<file path="src/rtl/display_bus_pkg.sv">
// Shared definitions for the multiplexed BCD display bus (slot codes, digit range, receive FSM states).
// Latency: n/a (declarations only).
// Backpressure: n/a (declarations only).
//
// Contents:
//   SEL_D0/SEL_D1/SEL_BLANK/SEL_D2  slot codes carried on the 2-bit select bus
//   BCD_MAX                         largest legal BCD digit
//   state_t                         receive FSM state (IDLE, GOT0, GOT1)
//   is_bcd()                        range check for a 4-bit digit
package display_bus_pkg;

  // Slot codes. The blank slot sits at 2'b10 so that digit2 is 2'b11;
  // this matches the transmitting multiplexer's scan order 00, 01, 10, 11.
  localparam logic [1:0] SEL_D0    = 2'b00;
  localparam logic [1:0] SEL_D1    = 2'b01;
  localparam logic [1:0] SEL_BLANK = 2'b10;
  localparam logic [1:0] SEL_D2    = 2'b11;

  localparam logic [3:0] BCD_MAX = 4'd9;

  // Receive progress through a frame: nothing yet, digit0 held, digit0+1 held.
  typedef enum logic [1:0] {
    IDLE = 2'd0,
    GOT0 = 2'd1,
    GOT1 = 2'd2
  } state_t;

  function automatic logic is_bcd(input logic [3:0] value);
    return (value <= BCD_MAX);
  endfunction

endpackage

</file>
<file path="src/rtl/sel_settle.sv">
// Select-code glitch filter: emits one sample strobe per stable dwell of the slot code.
// Latency: strobe is combinational in the cycle where the dwell reaches SETTLE cycles.
// Backpressure: none; the scanned bus cannot be stalled.
//
// Ports:
//   clk     in   system clock, rising edge
//   reset   in   asynchronous active-high reset
//   sel     in   2-bit slot code from the display bus
//   strobe  out  high in exactly one cycle of every dwell that lasts SETTLE cycles or more
module sel_settle
  import display_bus_pkg::*;
#(
  parameter int SETTLE = 1
) (
  input  logic       clk,
  input  logic       reset,
  input  logic [1:0] sel,
  output logic       strobe
);

  localparam int DW = $clog2(SETTLE + 1);
  localparam logic [DW-1:0] DWELL_MAX = DW'(SETTLE);
  // The register holds the count as of the previous cycle, so the cycle in
  // which the running count reaches SETTLE is the one where it reads SETTLE-1.
  localparam logic [DW-1:0] DWELL_PRE = DW'(SETTLE - 1);

  logic [1:0]    sel_q;
  logic [DW-1:0] dwell;
  logic          changed;

  assign changed = (sel != sel_q);

  always_ff @(posedge clk or posedge reset) begin
    if (reset) begin
      sel_q <= SEL_BLANK;
      dwell <= '0;
    end else begin
      sel_q <= sel;
      if (changed) begin
        dwell <= DW'(1);
      end else if (dwell != DWELL_MAX) begin
        dwell <= dwell + DW'(1);
      end
    end
  end

  // A change cycle counts as dwell 1, so with SETTLE=1 it samples immediately.
  // Saturation at SETTLE keeps a long dwell from firing a second time.
  assign strobe = changed ? (SETTLE == 1) : (dwell == DWELL_PRE);

endmodule

</file>
<file path="src/rtl/bcd_scan_demux.sv">
// Demultiplexes a scanned 3-digit BCD bus into atomically committed digit registers, flagging order/range errors and stale data.
// Latency: dig*/frame_valid update at the edge ending the digit2 sample cycle; sync_err one edge after the offending sample.
// Backpressure: none; the bus is observed passively and cannot be stalled.
//
// Ports:
//   clk          in   system clock, rising edge
//   reset        in   asynchronous active-high reset
//   bcd_in[3:0]  in   multiplexed BCD digit
//   sel[1:0]     in   slot code (00 digit0, 01 digit1, 10 blank, 11 digit2)
//   dig0..dig2   out  last committed frame
//   frame_valid  out  one-cycle pulse per committed frame
//   sync_err     out  one-cycle pulse per sequencing or BCD-range error
//   stale        out  high while no frame has been committed for TIMEOUT cycles
module bcd_scan_demux
  import display_bus_pkg::*;
#(
  parameter int SETTLE  = 1,
  parameter int TIMEOUT = 1000
) (
  input  logic       clk,
  input  logic       reset,
  input  logic [3:0] bcd_in,
  input  logic [1:0] sel,
  output logic [3:0] dig0,
  output logic [3:0] dig1,
  output logic [3:0] dig2,
  output logic       frame_valid,
  output logic       sync_err,
  output logic       stale
);

  localparam int TW = $clog2(TIMEOUT + 1);
  localparam logic [TW-1:0] TIMER_MAX = TW'(TIMEOUT);

  logic          strobe;
  state_t        state;
  state_t        state_nxt;
  logic [3:0]    shadow0;
  logic [3:0]    shadow1;
  logic          cap0;
  logic          cap1;
  logic          commit;
  logic          err;
  logic [TW-1:0] timer;
  logic [TW-1:0] timer_nxt;

  sel_settle #(
    .SETTLE (SETTLE)
  ) u_settle (
    .clk    (clk),
    .reset  (reset),
    .sel    (sel),
    .strobe (strobe)
  );

  // ---------------------------------------------------------------------------
  // Frame sequencer
  // ---------------------------------------------------------------------------
  always_ff @(posedge clk or posedge reset) begin
    if (reset) begin
      state <= IDLE;
    end else begin
      state <= state_nxt;
    end
  end

  always_comb begin
    state_nxt = state;
    cap0      = 1'b0;
    cap1      = 1'b0;
    commit    = 1'b0;
    err       = 1'b0;
    if (strobe && (sel != SEL_BLANK)) begin
      if (!is_bcd(bcd_in)) begin
        // An out-of-range digit poisons the whole frame regardless of slot.
        err       = 1'b1;
        state_nxt = IDLE;
      end else begin
        case (sel)
          SEL_D0: begin
            // digit0 always restarts a frame; it is only an error if it
            // interrupts one already in progress.
            cap0      = 1'b1;
            state_nxt = GOT0;
            err       = (state != IDLE);
          end
          SEL_D1: begin
            if (state == GOT0) begin
              cap1      = 1'b1;
              state_nxt = GOT1;
            end else begin
              err       = 1'b1;
              state_nxt = IDLE;
            end
          end
          SEL_D2: begin
            if (state == GOT1) begin
              commit    = 1'b1;
              state_nxt = IDLE;
            end else begin
              err       = 1'b1;
              state_nxt = IDLE;
            end
          end
          default: begin
            state_nxt = state;
          end
        endcase
      end
    end
  end

  // ---------------------------------------------------------------------------
  // Shadow and committed digit registers
  // ---------------------------------------------------------------------------
  always_ff @(posedge clk or posedge reset) begin
    if (reset) begin
      shadow0 <= 4'd0;
      shadow1 <= 4'd0;
    end else begin
      if (cap0) shadow0 <= bcd_in;
      if (cap1) shadow1 <= bcd_in;
    end
  end

  // digit2 goes straight from the bus so the whole frame lands in one edge.
  always_ff @(posedge clk or posedge reset) begin
    if (reset) begin
      dig0 <= 4'd0;
      dig1 <= 4'd0;
      dig2 <= 4'd0;
    end else if (commit) begin
      dig0 <= shadow0;
      dig1 <= shadow1;
      dig2 <= bcd_in;
    end
  end

  always_ff @(posedge clk or posedge reset) begin
    if (reset) begin
      frame_valid <= 1'b0;
      sync_err    <= 1'b0;
    end else begin
      frame_valid <= commit;
      sync_err    <= err;
    end
  end

  // ---------------------------------------------------------------------------
  // Stale timer: counts cycles since the last commit, saturating.
  // ---------------------------------------------------------------------------
  always_comb begin
    timer_nxt = timer;
    if (commit) begin
      timer_nxt = '0;
    end else if (timer != TIMER_MAX) begin
      timer_nxt = timer + TW'(1);
    end
  end

  // stale is registered from the next timer value so it tracks the timer
  // exactly, including dropping on the same edge as a commit.
  always_ff @(posedge clk or posedge reset) begin
    if (reset) begin
      timer <= TIMER_MAX;
      stale <= 1'b1;
    end else begin
      timer <= timer_nxt;
      stale <= (timer_nxt == TIMER_MAX);
    end
  end

endmodule

</file>
<file path="config.mk">
export PLATFORM = sky130hd
export DESIGN_NAME = bcd_scan_demux
export DESIGN_NICKNAME = d
export VERILOG_FILES = /design/src/rtl/display_bus_pkg.sv /design/src/rtl/sel_settle.sv /design/src/rtl/bcd_scan_demux.sv
export SDC_FILE = /design/constraint.sdc
export NUM_CORES = 1
export LEC_CHECK = 0
export ABC_CLOCK_PERIOD_IN_PS = 2100
export BUFFER_PORTS_ARGS = -buffer_cell sky130_fd_sc_hd__buf_4
export CAP_MARGIN = 25
export CORE_MARGIN = 4
export CORE_UTILIZATION = 56
export DETAILED_ROUTE_END_ITERATION = 8
export GPL_ROUTABILITY_DRIVEN = 0
export PLACE_DENSITY = 0.87
export SYNTH_ARGS = -nofsm -noshare
export SYNTH_HDL_FRONTEND = slang
export SYNTH_SLANG_ARGS = --single-unit
export TNS_END_PERCENT = 5
</file>
<file path="constraint.sdc">
create_clock -name clk -period 2.1 [get_ports clk]
set_input_delay 0.42 -clock clk [delete_from_list [all_inputs] [get_ports clk]]
set_output_delay 0.42 -clock clk [all_outputs]
set_load 0.005 [all_outputs]
</file>
==> flow_metrics.tcl <==
set metrics [dict create \
    outcome "finished clean" \
    h-tree-depth 2 \
    wl_um 3270 \
    p_total_w 0.00203 \
    clk_path_buf_depth 2 \
    vias 1212 \
    grt_usage_pct 18.3 \
    finalCritPeriodShare_pct 93.2 \
    routed-wl-met2_um 1730 \
    setup_tns_ns 0 \
    reg2regPathDepth 6 \
    cp-endpoint "stale$_DFF_PP1_" \
    ff2ff_setup_slack_ns 0.14 \
    grt_max_degree 39 \
    cts.sinks 38 \
    synth_nets 151 \
    ys.flop_type "dfrtp_1" \
    first_iter_violations 85 \
    wl_met3_um 139 \
    diodes 0 \
    postSynthCellCount 141 \
    powerDensity_nw_per_um2 982 \
    die_h_um 64.4 \
    ctsResizeCount 0 \
    dpl-instance-area_um2 1990 \
    maxCapViolCount 0 \
    io_buffer_count 22 \
    crit_required_ns 2.37 \
    cts_hold_buf 0 \
    final_area_um2 2070 \
    r2r-end "stale$_DFF_PP1_" \
    pin_count 23 \
    utilization_pct 67.7 \
    leakagePower_nw 0.962 \
    min_period_ns 1.96 \
    fin_nets 177 \
    maxSlewViolCount 0 \
    antenna_found_initial 0 \
    grt_pass1_wl_um 5750 \
    synth-edff-count 0 \
    first_pass_iters 5 \
    finalSetupViolations 0 \
    root_buffer "clkbuf_4" \
    rsz0062_at_grt "false" \
    cp-startpoint "timer[0]$_DFF_PP0_" \
    post-cts-setup-buffers 0 \
    avgSynthCellArea_um2 12.6 \
    core-area_um2 3050 \
    area_growth_pct 15.9 \
    die_x_um 64.4 \
    hold_violations 0 \
    highest_layer "met4" \
    ys_ff_latch 38 \
    wl_per_cell_um 15.4 \
    crit_arrival_ns 2.22 \
    viasPerCell 5.72 \
    worst_clock_skew_ns 0.00523 \
    ir_drop_mv 0.560 \
    worstSkewPairLatency_ns 0.34 \
    finalNonFillerCells 212 \
    yosys_warnings 0 \
    wl_met1_um 1330 \
    initial_core_util_pct 58.4 \
    cts_tree "done" \
    cts_made_buffers 5 \
    end_kind "register" \
    first_global_vias 1261 \
    num_rows 20 \
    syn_area_um2 1780 \
    dieArea_um2 4150 \
    ys_types 42 \
    hold_class "in2async" \
    timing.fmax_mhz 511 \
    worstPathMaxFanout 6 \
    drc_errors 0 \
    drtAntennaViolNets 0 \
    drive_gt1_share_pct 38.7 \
    path_class "reg2reg" \
    synth-async-reset-ratio_pct 100 \
    cp-start-kind "register" \
    nFillCells 228 \
    rr_startpoint "timer[0]$_DFF_PP0_" \
    grt_overflow 0 \
    hpwlAfterDp_um 2270 \
    synth_seq_area_share_pct 53.9 \
    clk_pin_slew_worst_paths_ns 0.11 \
    dp.cells 204 \
]
-- per-layer routing --
layer	global-route usage, %	vias to the layer above
li1	-	550
met2	30.4	42
met4	8.44	0
met1	21.2	610
met3	6.33	10
met5	0	-
-- flip-flops by register name (all words and copies together), names as in the netlist, 2 cells and up --
signal / cells
dig1: 4
shadow0: 4
state: 2
dig2: 4
shadow1: 4
dig0: 4
timer: 10
u_settle.sel_q: 2
-- synth_stat cells, types with 2 or more instances --
cell type,n,area share (%)
a21o_1,2,0.84
a21oi_1,4,1.1
and3_1,2,0.70
buf_2,2,0.56
buf_4,3,1.3
dfrtp_1,30,42
dfstp_2,8,12
ha_1,2,1.4
inv_1,7,1.5
mux2_1,2,1.3
mux2_2,17,11
mux2i_1,2,1.1
nand2_1,3,0.63
nand3_1,3,0.84
nand4_1,3,1.1
nand4b_1,3,1.5
nor2_1,11,2.3
nor3_1,3,0.84
o21ai_0,4,1.1
xnor2_1,6,2.9
xnor2_2,2,1.8
xor2_1,2,0.98
-- stage by stage --
stage / setup slack [ns] / hold slack (ns)
final: 0.143 / 0.175
after global routing: 0.0108 / 0.192
after CTS: 0.140 / 0.175
after detailed placement: 0.166 / 0.479
after global placement: 0.245 / 0.470
after floorplan: 0.280 / 0.424
-- final cells by class --
| cell class | count | area, µm² | share of cell area, % |
|---|---|---|---|
| timing repair buffer | 25 | 188 | 9.09 |
| sequential | 38 | 961 | 46.5 |
| clock inverter | 3 | 40.0 | 1.94 |
| inverter | 7 | 26.3 | 1.27 |
| multi-input combinational | 90 | 758 | 36.7 |
| tap | 44 | 55.1 | 2.67 |
| clock buffer | 5 | 37.5 | 1.82 |
-- power breakdown --
part | switching [W] | internal [W]
registers | 0.000187 | 0.000919
clock network | 0.000235 | 0.000247
logic | 0.000205 | 0.000236
total | 0.000626 | 0.00140
-- layout by cell type, fill, tap and decap left out, drive strengths merged --
cell and instances:
dfrtp 30, buf 25, mux2 19, nor2 11, dfstp 8, xnor2 8, inv 7, clkbuf 5
o21ai 4, a21oi 4, nand4 4, nand3 3, nand4b 3, nor3 3, nand2 3, and3 3
a21o 2, mux2i 2, xor2 2, ha 2, clkinv 2, o21a 1, nor4b 1, a311oi 1
nor2b 1, or3 1, and2 1, and4 1, and4b 1, a311o 1, a221o 1, o22ai 1
o211a 1, o2111ai 1, nor4 1, o21bai 1, a2bb2oi 1, bufinv 1, conb 1
-- cells by family after synthesis --
kind of cell               count (synthesis)  synth area share (%)
other                                      1                 0.210
buffers and inverters                     13                  3.51
adders and majority gates                  2                  1.40
xor gates and xnor gates                  10                  5.76
AOI/OAI and AO/OA                         19                  8.43
DFF                                       38                  53.9
muxes                                     21                  13.1
and+or+nand+nor                           37                  13.6
-- worst min path at each step --
stage                        start                          end
2_1_floorplan               sel[1]  u_settle.sel_q[1]$_DFF_PP1_
3_3_place_gp   dig2[3]$_DFFE_PP0P_          dig2[3]$_DFFE_PP0P_
3_5_place_dp   dig2[3]$_DFFE_PP0P_          dig2[3]$_DFFE_PP0P_
4_1_cts                      reset           timer[4]$_DFF_PP0_
5_1_grt                      reset           timer[4]$_DFF_PP0_
6_report                     reset           timer[2]$_DFF_PP0_
-- worst max-delay path, cell delays in order, from the launching register on --
cell and delay, ns:
dfrtp_1 0.44, inv_1 0.11, ha_1 0.22, and4b_1 0.22, a311o_1 0.35, a221o_1 0.34
nor4_2 0.21
Power figures use the tool's default switching activity.
